`config.mk`:
```
export PLATFORM = sky130hd
export DESIGN_NAME = systolic_input_feeder
export DESIGN_NICKNAME = d
export VERILOG_FILES = /design/src/rtl/systolic_pkg.sv /design/src/rtl/skew_mux.sv /design/src/rtl/systolic_input_feeder.sv
export SDC_FILE = /design/constraint.sdc
export NUM_CORES = 1
export LEC_CHECK = 0
export BUFFER_PORTS_ARGS = -buffer_cell sky130_fd_sc_hd__buf_2
export CAP_MARGIN = 5
export CORE_UTILIZATION = 40
export CTS_CLUSTER_SIZE = 12
export DETAILED_ROUTE_END_ITERATION = 8
export GPL_TIMING_DRIVEN = 0
export PLACE_DENSITY = 0.61
export SLEW_MARGIN = 40
export SYNTH_ARGS = -nofsm -noshare
export SYNTH_HDL_FRONTEND = slang
export SYNTH_SLANG_ARGS = --single-unit
```
`constraint.sdc`:
```
create_clock -name clk -period 5.5 [get_ports clk]
set_input_delay 0.275 -clock clk [delete_from_list [all_inputs] [get_ports clk]]
set_output_delay 0.275 -clock clk [all_outputs]
set_load 0.005 [all_outputs]
```
`src/rtl/systolic_pkg.sv`:
```
// Shared definitions for the systolic array input path.
// Tile geometry, lane widths and the feeder state encoding.
package systolic_pkg;

    localparam int ARRAY_SIZE  = 3;
    localparam int DATA_W      = 8;
    localparam int LANE_W      = DATA_W;
    localparam int VEC_W       = ARRAY_SIZE * LANE_W;
    localparam int FEED_CYCLES = 2 * ARRAY_SIZE - 1;

    typedef enum logic [1:0] {
        ST_LOAD  = 2'd0,
        ST_READY = 2'd1,
        ST_FEED  = 2'd2
    } feeder_state_t;

endpackage

```
`src/rtl/skew_mux.sv`:
```
// Diagonal skew selector for one feed cycle.
// Lane k carries row (t-k) of the tile, zero outside the ramp.
module skew_mux #(
    parameter int ARRAY_SIZE = systolic_pkg::ARRAY_SIZE,
    parameter int DATA_W     = systolic_pkg::DATA_W,
    parameter int T_W        = 3
) (
    input  logic [ARRAY_SIZE*ARRAY_SIZE*DATA_W-1:0] tile,
    input  logic [T_W-1:0]                          t,
    output logic [ARRAY_SIZE*DATA_W-1:0]            vec
);
    import systolic_pkg::*;

    // Pick A[t-k][k] for every lane that is inside the diagonal band
    always_comb begin
        vec = '0;
        for (int k = 0; k < ARRAY_SIZE; k++) begin
            if (int'(t) >= k && (int'(t) - k) < ARRAY_SIZE) begin
                vec[k*DATA_W +: DATA_W] =
                    tile[((int'(t) - k) * ARRAY_SIZE + k) * DATA_W +: DATA_W];
            end
        end
    end

endmodule

```
`src/rtl/systolic_input_feeder.sv`:
```
// Tile buffer and skewed feeder in front of the systolic array.
// Loads three rows, waits for go, then streams the diagonal.
module systolic_input_feeder #(
    parameter int ARRAY_SIZE = systolic_pkg::ARRAY_SIZE,
    parameter int DATA_W     = systolic_pkg::DATA_W
) (
    input  logic                         clk,
    input  logic                         reset,
    input  logic [31:0]                  in_data,
    input  logic                         in_valid,
    output logic                         in_ready,
    input  logic                         go,
    output logic                         tile_ready,
    output logic [ARRAY_SIZE*DATA_W-1:0] input_i,
    output logic                         feed_valid,
    output logic                         feed_last
);
    import systolic_pkg::*;

    localparam int ROW_W  = ARRAY_SIZE * DATA_W;
    localparam int TILE_W = ARRAY_SIZE * ROW_W;
    localparam int N_FEED = 2 * ARRAY_SIZE - 1;
    localparam int R_W    = (ARRAY_SIZE > 1) ? $clog2(ARRAY_SIZE) : 1;
    localparam int T_W    = (N_FEED > 1) ? $clog2(N_FEED) : 1;

    localparam logic [R_W-1:0] R_LAST = R_W'(ARRAY_SIZE - 1);
    localparam logic [T_W-1:0] T_LAST = T_W'(N_FEED - 1);

    feeder_state_t      state;
    feeder_state_t      state_nxt;
    logic [R_W-1:0]     r;
    logic [R_W-1:0]     r_nxt;
    logic [T_W-1:0]     t;
    logic [T_W-1:0]     t_nxt;
    logic [T_W-1:0]     t_sel;
    logic [TILE_W-1:0]  tile;
    logic               row_we;
    logic [ROW_W-1:0]   skew_vec;
    logic [ROW_W-1:0]   vec_nxt;
    logic               valid_nxt;
    logic               last_nxt;

    // Upper byte of the bus word carries nothing for a 3-lane tile
    logic unused_hi;
    assign unused_hi = ^in_data[31:ROW_W];

    assign in_ready   = (state == ST_LOAD);
    assign tile_ready = (state == ST_READY);

    skew_mux #(
        .ARRAY_SIZE (ARRAY_SIZE),
        .DATA_W     (DATA_W),
        .T_W        (T_W)
    ) u_skew (
        .tile (tile),
        .t    (t_sel),
        .vec  (skew_vec)
    );

    // Next state, counters and the next registered feed vector
    always_comb begin
        state_nxt = state;
        r_nxt     = r;
        t_nxt     = t;
        t_sel     = '0;
        row_we    = 1'b0;
        vec_nxt   = input_i;
        valid_nxt = feed_valid;
        last_nxt  = feed_last;
        unique case (state)
            ST_LOAD: begin
                if (in_valid) begin
                    row_we = 1'b1;
                    if (r == R_LAST) begin
                        r_nxt     = '0;
                        state_nxt = ST_READY;
                    end else begin
                        r_nxt = r + 1'b1;
                    end
                end
            end
            ST_READY: begin
                if (go) begin
                    state_nxt = ST_FEED;
                    t_nxt     = '0;
                    t_sel     = '0;
                    vec_nxt   = skew_vec;
                    valid_nxt = 1'b1;
                    last_nxt  = (T_LAST == '0);
                end
            end
            ST_FEED: begin
                if (t == T_LAST) begin
                    state_nxt = ST_LOAD;
                    t_nxt     = '0;
                    vec_nxt   = '0;
                    valid_nxt = 1'b0;
                    last_nxt  = 1'b0;
                end else begin
                    t_nxt     = t + 1'b1;
                    t_sel     = t + 1'b1;
                    vec_nxt   = skew_vec;
                    valid_nxt = 1'b1;
                    last_nxt  = ((t + 1'b1) == T_LAST);
                end
            end
            default: begin
                state_nxt = ST_LOAD;
                r_nxt     = '0;
                t_nxt     = '0;
                vec_nxt   = '0;
                valid_nxt = 1'b0;
                last_nxt  = 1'b0;
            end
        endcase
    end

    // State, counters, tile buffer and registered outputs
    always_ff @(posedge clk or negedge reset) begin
        if (!reset) begin
            state      <= ST_LOAD;
            r          <= '0;
            t          <= '0;
            tile       <= '0;
            input_i    <= '0;
            feed_valid <= 1'b0;
            feed_last  <= 1'b0;
        end else begin
            state      <= state_nxt;
            r          <= r_nxt;
            t          <= t_nxt;
            input_i    <= vec_nxt;
            feed_valid <= valid_nxt;
            feed_last  <= last_nxt;
            if (row_we) begin
                tile[int'(r)*ROW_W +: ROW_W] <= in_data[ROW_W-1:0];
            end
        end
    end

endmodule

```
# After elaboration in Yosys (flattened, before gate mapping)
# Index checks and enable logic that the tools add are counted.
# W data, S select, Z words.
word_totals:
  reg_bits: 105
  output_inout_bits: 28
  elab_cells: 73
  input_bits: 36
op_classes:
  n_addsub: 7
  n_bitwise: 2
  n_mul: 4
  shifts: 5
  muxes: 27
  reduce_logical: 7
  n_lt_le_gt_ge: 5
  n_eq_ne: 9
op_table:
  columns: ["op", "count"]
  rows:
  - ["$shiftx A72 B32 Y8", 3]
  - ["$bwmux W72", 1]
  - ["$pmux W24 S3", 1]
  - ["$shift A24 B33 Y72 const A", 1]
  - ["$shiftx A24 B33 Y72", 1]
  - ["$lt A32 B3 Y1 const B", 2]
  - ["$mul A32 B3 Y29 const B", 2]
  - ["$mux W24", 2]
  - ["$neg A7 Y33", 1]
  - ["$add A29 B2 Y29 const B", 1]
  - ["$add A29 B3 Y29 const B", 1]
  - ["$mux W8", 3]
  - ["$mux W2", 6]
  - ["$mux W3", 3]
  - ["$pmux W3 S3", 1]
  - ["$eq A3 B3 Y1 const B", 2]
  - ["$mux W1", 6]
  - ["$ne A2 B2 Y1 const B", 3]
  - ["$pmux W1 S3", 2]
  - ["$pmux W2 S3", 1]
  - ["$mul A3 B2 Y5 const B", 1]
  - ["$eq A2 B2 Y1 const B", 2]
  - ["$mul A2 B2 Y4 const B", 1]
  - ["$pmux W2 S2", 1]
  - ["15 further kinds", 18]

# Logic depth before layout (Yosys ltp)
# Gate-level depths: netlist of the first run.
logic_depth:
  word_depth: 10
  ltp_mapped: 19
  depth_no_buf: 16

# Cells and area by module
# Synthesis of the first run repeated with hierarchy kept, for this count alone.
unflattened:
  hier_cells: 715
  hier_area_um2: 6934.2
by_module_without_submodules:
  columns: ["mod", "seq_area_each_um2", "cells_each", "n_inst", "area_each_um2"]
  rows:
  - ["systolic_input_feeder", 2627.5, 473, 1, 5054.8]
  - ["skew_mux", 0.0, 242, 1, 1879.3]

# Worst setup path after synthesis of the first run
# OpenSTA, ideal clock, no wires.
synth_path:
  path_type: "register to register"
  start: "register t[0]"
  end: "register input_i[12]"
  path_stages_with_launch: 20
  synth_period_minus_slack_ps: 4336
  setup_ps: 129
  slack_ps: 1164
  arrival_time_ps: 4207
  t_required_ps: 5371
  n_path_buf: 5
  cell_sequence: "dfrtp_1 inv_1 ha_1 a21boi_2 nand2_2 inv_2 buf_4 buf_2 ha_1 buf_2 clkbuf_1 xor2_1 fa_1 xnor2_1 clkbuf_1 mux2_2 a22oi_1 nor2_1 a311oi_1 o21ai_0"
synth_between:
  elab_chain_cells: 10
  word_cells_on_any_way: 15
  cone_classes: "3 x add/sub; 1 x mul; 2 x order compare; 1 x eq/ne; 1 x shift; 6 x mux; 1 x reduce/logical"
synth_rtl:
  columns: ["item", "line_no", "text"]
  rows:
  - ["start, declared", "systolic_input_feeder.sv:33", "logic [T_W-1:0] t;"]
  - ["start signal, assigned", "systolic_input_feeder.sv:131", "t <= t_nxt;"]
  - ["$add A3 B1 Y3 or $eq A3 B3 Y1 (tied branches)", "systolic_input_feeder.sv:101, systolic_input_feeder.sv:93", null]
  - ["$mux W3", "systolic_input_feeder.sv:93", "if (t == T_LAST) begin"]
  - ["$mux W3", null, null]
  - ["$sub A3 B1 Y4", "skew_mux.sv:18, skew_mux.sv:20", null]
  - ["$mul A32 B3 Y29", "skew_mux.sv:20", "tile[((int'(t) - k) * ARRAY_SIZE + k) * DATA_W +: DATA_W];"]
  - ["$add A29 B2 Y29", "skew_mux.sv:20", null]
  - ["$shiftx A72 B32 Y8", "skew_mux.sv:20", null]
  - ["$mux W8", "skew_mux.sv:18", "if (int'(t) >= k && (int'(t) - k) < ARRAY_SIZE) begin"]
  - ["$mux W24 (on tied branches)", "systolic_input_feeder.sv:93, systolic_input_feeder.sv:83", null]
  - ["$pmux W24 S3 *", "systolic_input_feeder.sv:70", "unique case (state)"]
  - ["end signal, assigned", "systolic_input_feeder.sv:132", "input_i <= vec_nxt;"]
  - ["end, declared", "systolic_input_feeder.sv:14", "output logic [ARRAY_SIZE*DATA_W-1:0] input_i,"]
# Every way passes the cells marked *; elsewhere a longest branch is shown, timed or not. The select of a mux whose other input is x is not followed.
# A chain may end at the register's enable or synchronous reset.

# Final worst setup path of the first run
# Ends and elaborated chain as after synthesis.

==> results of run 1 <==
[logic make-up (layout without fill, tap and decap cells)]
family | Yosys count | in the layout | share of synthesized area [%]
fa+ha+maj | 19 | 19 | 3.753
mux | 52 | 52 | 12.54
buf+inv | 65 | 137 | 4.538
flops | 105 | 105 | 40.21
xor+xnor | 10 | 10 | 1.915
compound gates | 225 | 225 | 23.71
simple gates | 197 | 197 | 13.33
[final cells by class]
type	count	area, um2	area share (%)
inverter	22	82.58	1.107
clock inverter	7	85.08	1.141
buffer	43	220.2	2.952
multi-input combinational	503	3630	48.66
timing repair buffer	56	317.8	4.260
sequential	105	2629	35.24
tap	216	270.3	3.623
clock buffer	9	225.2	3.019
[routing by layer]
| layer | vias to the layer above | GRT usage [%] |
|---|---|---|
| li1 | 2629 | - |
| met1 | 2856 | 36.05 |
| met2 | 261 | 41.99 |
| met3 | 29 | 5.412 |
| met4 | 0 | 7.934 |
| met5 | - | 0 |
[registers in the layout (all words and copies together) (netlist names)]
register / count
tile: 72
input_i: 24
feed_last: 1
t: 3
feed_valid: 1
state: 2
r: 2
[what timing repair did]
item / 4_1_cts / 5_1_grt
hold buffers: 1 / 0
gates resized for setup: 2 / 7
hold endpoints to repair: 26 / 0
setup endpoints to repair: 5 / 8
buffers inserted: 0 / 0
[worst max-delay path, stage by stage (launching register included)]
cell,delay (ps)
dfrtp_2,460
inv_1,160
ha_1,300
a21boi_4,280
nand2_2,220
inv_2,170
buf_4,260
clkbuf_4,270
ha_1,250
buf_2,210
clkbuf_2,240
xor2_1,220
fa_1,460
xnor2_1,260
buf_2,300
mux2_2,370
a22oi_1,150
nor2_1,60
a311oi_1,340
o21ai_0,120
[power by group through the flow]
stage | Sequential [uW] | Clock [uW] | Combinational (uW)
after floorplan | 984 | 0 | 1760
after global placement | 1050 | 0 | 2400
after detailed placement | 1060 | 0 | 2440
after CTS | 1040 | 683 | 2470
after global routing | 1060 | 712 | 2700
final | 1050 | 671 | 2510
[per-stage QoR]
stage / utilization [%] / setup TNS, ps
6_report: 46.79 / 0
5_1_grt: 46.79 / 0
4_1_cts: 46.70 / 0
3_5_place_dp: 44.67 / -457.4
3_3_place_gp: 44.37 / -246.8
2_1_floorplan: - / 0
[placed cells by master (no fill, tap or decap), drive strengths merged, types with 3 or more instances in the layout]
master	n
dfrtp	105
clkinv	3
a31oi	7
a22o	44
a21oi	26
mux2	3
mux2i	29
and2	4
clkbuf	44
mux4	20
nor3	11
xor2	5
a32oi	4
o22a	4
a221o	5
nand2	121
nor2b	6
inv	25
buf	63
nand2b	6
a22oi	31
o21ai	80
or2	12
ha	18
nor2	21
a32o	4
nand3	10
xnor2	5
[worst max-delay path by stage]
| stage | from | to | slack, ps | depth (start not counted) |
|---|---|---|---|---|
| 6_report | t[0] | input_i[12] | 250 | 19 |
| 5_1_grt | t[0] | input_i[12] | 7 | 19 |
| 4_1_cts | t[0] | input_i[12] | 20 | 19 |
| 3_5_place_dp | t[0] | input_i[11] | -120 | 17 |
| 3_3_place_gp | t[0] | input_i[12] | -110 | 19 |
| 2_1_floorplan | t[0] | input_i[12] | 1160 | 19 |
==> reports/metrics.csv, run 1 <==
metric,value,unit
status,"finished, final reports clean",
n_diodes,0,
Global Route Usage Sum,26.32,%
ANT nets after route,0,
CP Max Fanout,10,
worst hold start,in_data[3],
Final WS setup,254.1,ps
Worst Hold Class,input pin to register,
Worst Reg2Reg Path Length in Cells,19,
DR top layer,met4,
# setup viols final,0,
Switching Fraction,48.63,%
leakage,0.003204,uW
"Avg Cell Area, Syn",9.708,um2
most frequent cell after synthesis,nand2_1,
leading area contributor after synthesis,dfrtp_1,
Placer Congestion,0.8986,
Initial Util,40.98,%
Hold Crit Endpoint,tile[3],
total clock sinks,105,
fraction of registers with async set/reset,100.0,%
DR vias,5775,
Comb pwr share,59.3,%
WP data required,5740,ps
first-pass GRT wire length,32.60,mm
Max Slew Vio Count,0,
non-filler instance count after layout,961,
Max H-tree Level,3,
remaining global-route overflow,0,
Setup CP Type,register to register,
Layout Cell Area excl Fill,7460,um2
Final Skew,8.019,ps
CTS Buf Count,9,
clock power share,15.8,%
worst relative slew slack,39.09,%
Area Overhead vs Synth,14.17,%
Fmax achieved,0.1906,GHz
flop2flop setup slack,250,ps
post-layout net count,795,
Root Driver,clkbuf_16,
Placed Area,7122,um2
MaxCap Viol Count,0,
Max IR drop VDD,278.8,uV
Core Region,15940,um2
pre-CTS WS,-124.8,ps
initial antenna violation count,0,
IO buf count,54,
crit start category,register,
gate count of the mapped netlist,673,
P per Cell Area,568.3,nW/um2
Setup crit end kind,register,
Worst Tran Pin Value,906.1,ps
Synth area leaders,"dfrtp_1, nand2_1, o21ai_0",
Clock Latency Late Sink,370,ps
switching pwr,2062,uW
WL met3,1.566,mm
commonest cells in the netlist,"nand2_1, dfrtp_1, o21ai_0",
Max clock buf depth,2,
Hold Worst Slack,154.4,ps
RSZ-0062 raised after global routing,false,
syn_nets,728,
"Seq/Total Area, Yosys",40.21,%
largest net degree at the start of global routing,80,
drt via density,6.009,
Unique masters post-synth,58,
vias in the first global route,5484,
"CTS clk-pin slew, worst paths",80,ps
DR iter-0 viols,598,
layout cells sized above 1,16.24,%
drt pass-1 iters,6,
P_int,2177,uW
Die W,129.8,um
fin crit period,5246,ps
fillers,1550,
"Cell Area, Synth",6534,um2
HPWL Detailed,16.72,mm
crit share post-route,95.38,%
hold depth,2,
Post-synth EDFFs,0,
CTS tree,built,
total die area,16850,um2
CP Data Arrival Time,5480,ps
Reg-to-Reg End,input_i[12],
power after layout,4239,uW
Cells after DPL,944,
"flops & latches, synth",105,
RR Startpoint,t[0],
FP Rows,46,
synth warn,0,
M1 WL,9.388,mm
Routed met2 length,9.873,mm
Top Ports,64,
Synth Flop Type,dfrtp_1,
per-cell routed wire length,22.07,um
Chip Height,129.8,um
DRC Markers,0,
DRT Wirelength,21.21,mm
share of the synthesized area in the top cell type,40.21,%
Final Hold Fails,0,
sequential share of power,24.8,%
Power figures use the tool's default switching activity.
==> run 2: changes to the inputs <==
==> constraint.sdc (replaced) <==
create_clock -name clk -period 5.3 [get_ports clk]
set_input_delay 0.265 -clock clk [delete_from_list [all_inputs] [get_ports clk]]
set_output_delay 0.265 -clock clk [all_outputs]
set_load 0.05 [all_outputs]
==> reports/metrics.csv, run 2 (same netlist as run 1, synthesis figures left out) <==
metric,value,unit,change
drt via density,5.985,,-0.40%
Max stage delay on crit path,680,ps,+220 ps
initial antenna violation count,0,,unchanged
met3 Usage GRT,5.412,%,unchanged
vias in the first global route,5489,,+0.091%
Placer Congestion,0.8986,,unchanged
Max H-tree Level,3,,unchanged
Final Hold Fails,0,,unchanged
CTS Buf Count,9,,unchanged
Max clock buf depth,2,,unchanged
DR vias,5770,,-0.087%
total die area,16850,um2,unchanged
TNS Setup,0,ps,unchanged
Fmax achieved,0.1981,GHz,+3.9%
Setup crit end kind,register,,
first-pass GRT wire length,32.61,mm,about the same
Root Driver,clkbuf_16,,
"Cell Chain, Critical Path","inv_1, ha_1, a21boi_4, nand2_4, inv_2, buf_4, clkbuf_4, ha_1, buf_2, clkbuf_2, xor2_1, fa_1, clkbuf_2, mux4_2, or2_2, a32oi_1, o21ai_0",,
fin crit period,5049,ps,-197.2 ps
remaining global-route overflow,0,,unchanged
Die W,129.8,um,unchanged
DR iter-0 viols,584,,-2.3%
pre-CTS WS,-324.8,ps,-200.0 ps
Max IR drop VDD,318.3,uV,+14%
total clock sinks,105,,unchanged
Largest register FFs,72,,unchanged
DRC Markers,0,,unchanged
CP max stage cell,fa_1,,
GR Util met1,36.00,%,-0.053 points
drt pass-1 iters,5,,-1
post-layout net count,798,,+0.38%
MaxCap Viol Count,0,,unchanged
Clock Latency Late Sink,370,ps,about the same
fin util,47.02,%,+0.23 points
crit start category,register,,
Top Ports,64,,unchanged
Final WS setup,251.4,ps,-2.763 ps
"CTS clk-pin slew, worst paths",80,ps,about the same
Initial Util,40.98,%,unchanged
leakage,0.003224,uW,+0.63%
routing usage on met2,42.09,%,+0.094 points
n_diodes,0,,unchanged
ANT nets after route,0,,unchanged
Worst Hold Class,input pin to register,,
# setup viols final,0,,unchanged
Top Registers,"tile (72), input_i (24), t (3)",,
CTS tree,built,,
Final Skew,8.848,ps,+0.8297 ps
Placed Area,7122,um2,unchanged
Layout Cell Area excl Fill,7496,um2,+0.49%
Setup CP Type,register to register,,
largest net degree at the start of global routing,80,,unchanged
Worst Tran Pin Value,915.2,ps,+9.087 ps
DRT Wirelength,21.18,mm,-0.16%
crit share post-route,95.26,%,-0.12 points
P per Cell Area,606.9,nW/um2,+6.8%
Chip Height,129.8,um,unchanged
IO buf count,54,,unchanged
gr busiest metal,met2,,
worst relative slew slack,38.48,%,-0.61 points
layout cells sized above 1,16.71,%,+0.47 points
FP Rows,46,,unchanged
status,"finished, final reports clean",,
"most common cell after layout, fill and taps aside",nand2_1,,
Global Route Usage Sum,26.33,%,about the same
Core Region,15940,um2,unchanged
CP Data Arrival Time,5280,ps,-200 ps
Area Overhead vs Synth,14.73,%,
Max Slew Vio Count,0,,unchanged
flop2flop setup slack,250,ps,about the same
register name with the most flops,tile,,
CP Max Fanout,10,,unchanged
WP data required,5530,ps,-210 ps
per-cell routed wire length,21.97,um,-0.47%
most frequent cells in the layout,"nand2_1, dfrtp_1, o21ai_0",,
power after layout,4549,uW,+7.3%
HPWL Detailed,16.72,mm,unchanged
run 2: power breakdown:
group	internal [uW]	leakage (uW)	switching [uW]	total (uW)
clock	338	0.000147	361	699
sequential	928	0.00144	165	1090
combinational	1020	0.00164	1740	2760
total	2290	0.00322	2260	4550
run 2: metrics by stage:
stage / std cells / hold WS, ps
after floorplan: 673 / -30.59
after global placement: 943 / 456.9
after detailed placement: 944 / 124.5
after CTS: 961 / 137.6
after global routing: 964 / 145.7
final: 964 / 148.3
run 2: worst paths after layout:
path                            cells after the start           to         from
worst max-delay path                               17  input_i[11]         t[0]
worst min-delay path                                2      tile[3]   in_data[3]
worst max register to register                     17  input_i[11]         t[0]
worst min register to register                      2  input_i[12]  input_i[12]
max in group asynchronous                           3     tile[42]        reset
min in group asynchronous                           2    feed_last        reset
run 2: what timing repair did:
action                                 in CTS  in global routing
pin swaps                                   0                  1
endpoints found under the hold margin      26                  0
hold buffers                                1                  0
setup endpoints to repair                   8                  8
buffers inserted                            0                  3
gates resized for setup                     5                  7
run 2: worst max-delay path, delay by kind of cell, from the launching register on:
kind	cells	cell delay (ps)
AO/OA/AOI/OAI	3	600
flip-flops	1	460
AND/OR/NAND/NOR	2	440
buffers and inverters	7	1600
XOR/XNOR	1	220
multiplexers	1	340
adder cells (fa/ha/maj)	3	1240
run 2: area by class of cell:
| class | instances | area, um2 |
|---|---|---|
| fill | 1549 | 8447 |
| clock inverter | 7 | 85.08 |
| timing repair buffer | 59 | 340.3 |
| multi-input combinational | 503 | 3641 |
| clock buffer | 9 | 225.2 |
| inverter | 22 | 82.58 |
| buffer | 43 | 222.7 |
| tap | 216 | 270.3 |
| sequential | 105 | 2629 |
run 2: layer usage:
layer / vias up / wire length (um)
li1: 2638 / -
met1: 2847 / 9398
met2: 255 / 9785
met3: 30 / 1571
met4: 0 / 424
met5: - / 0
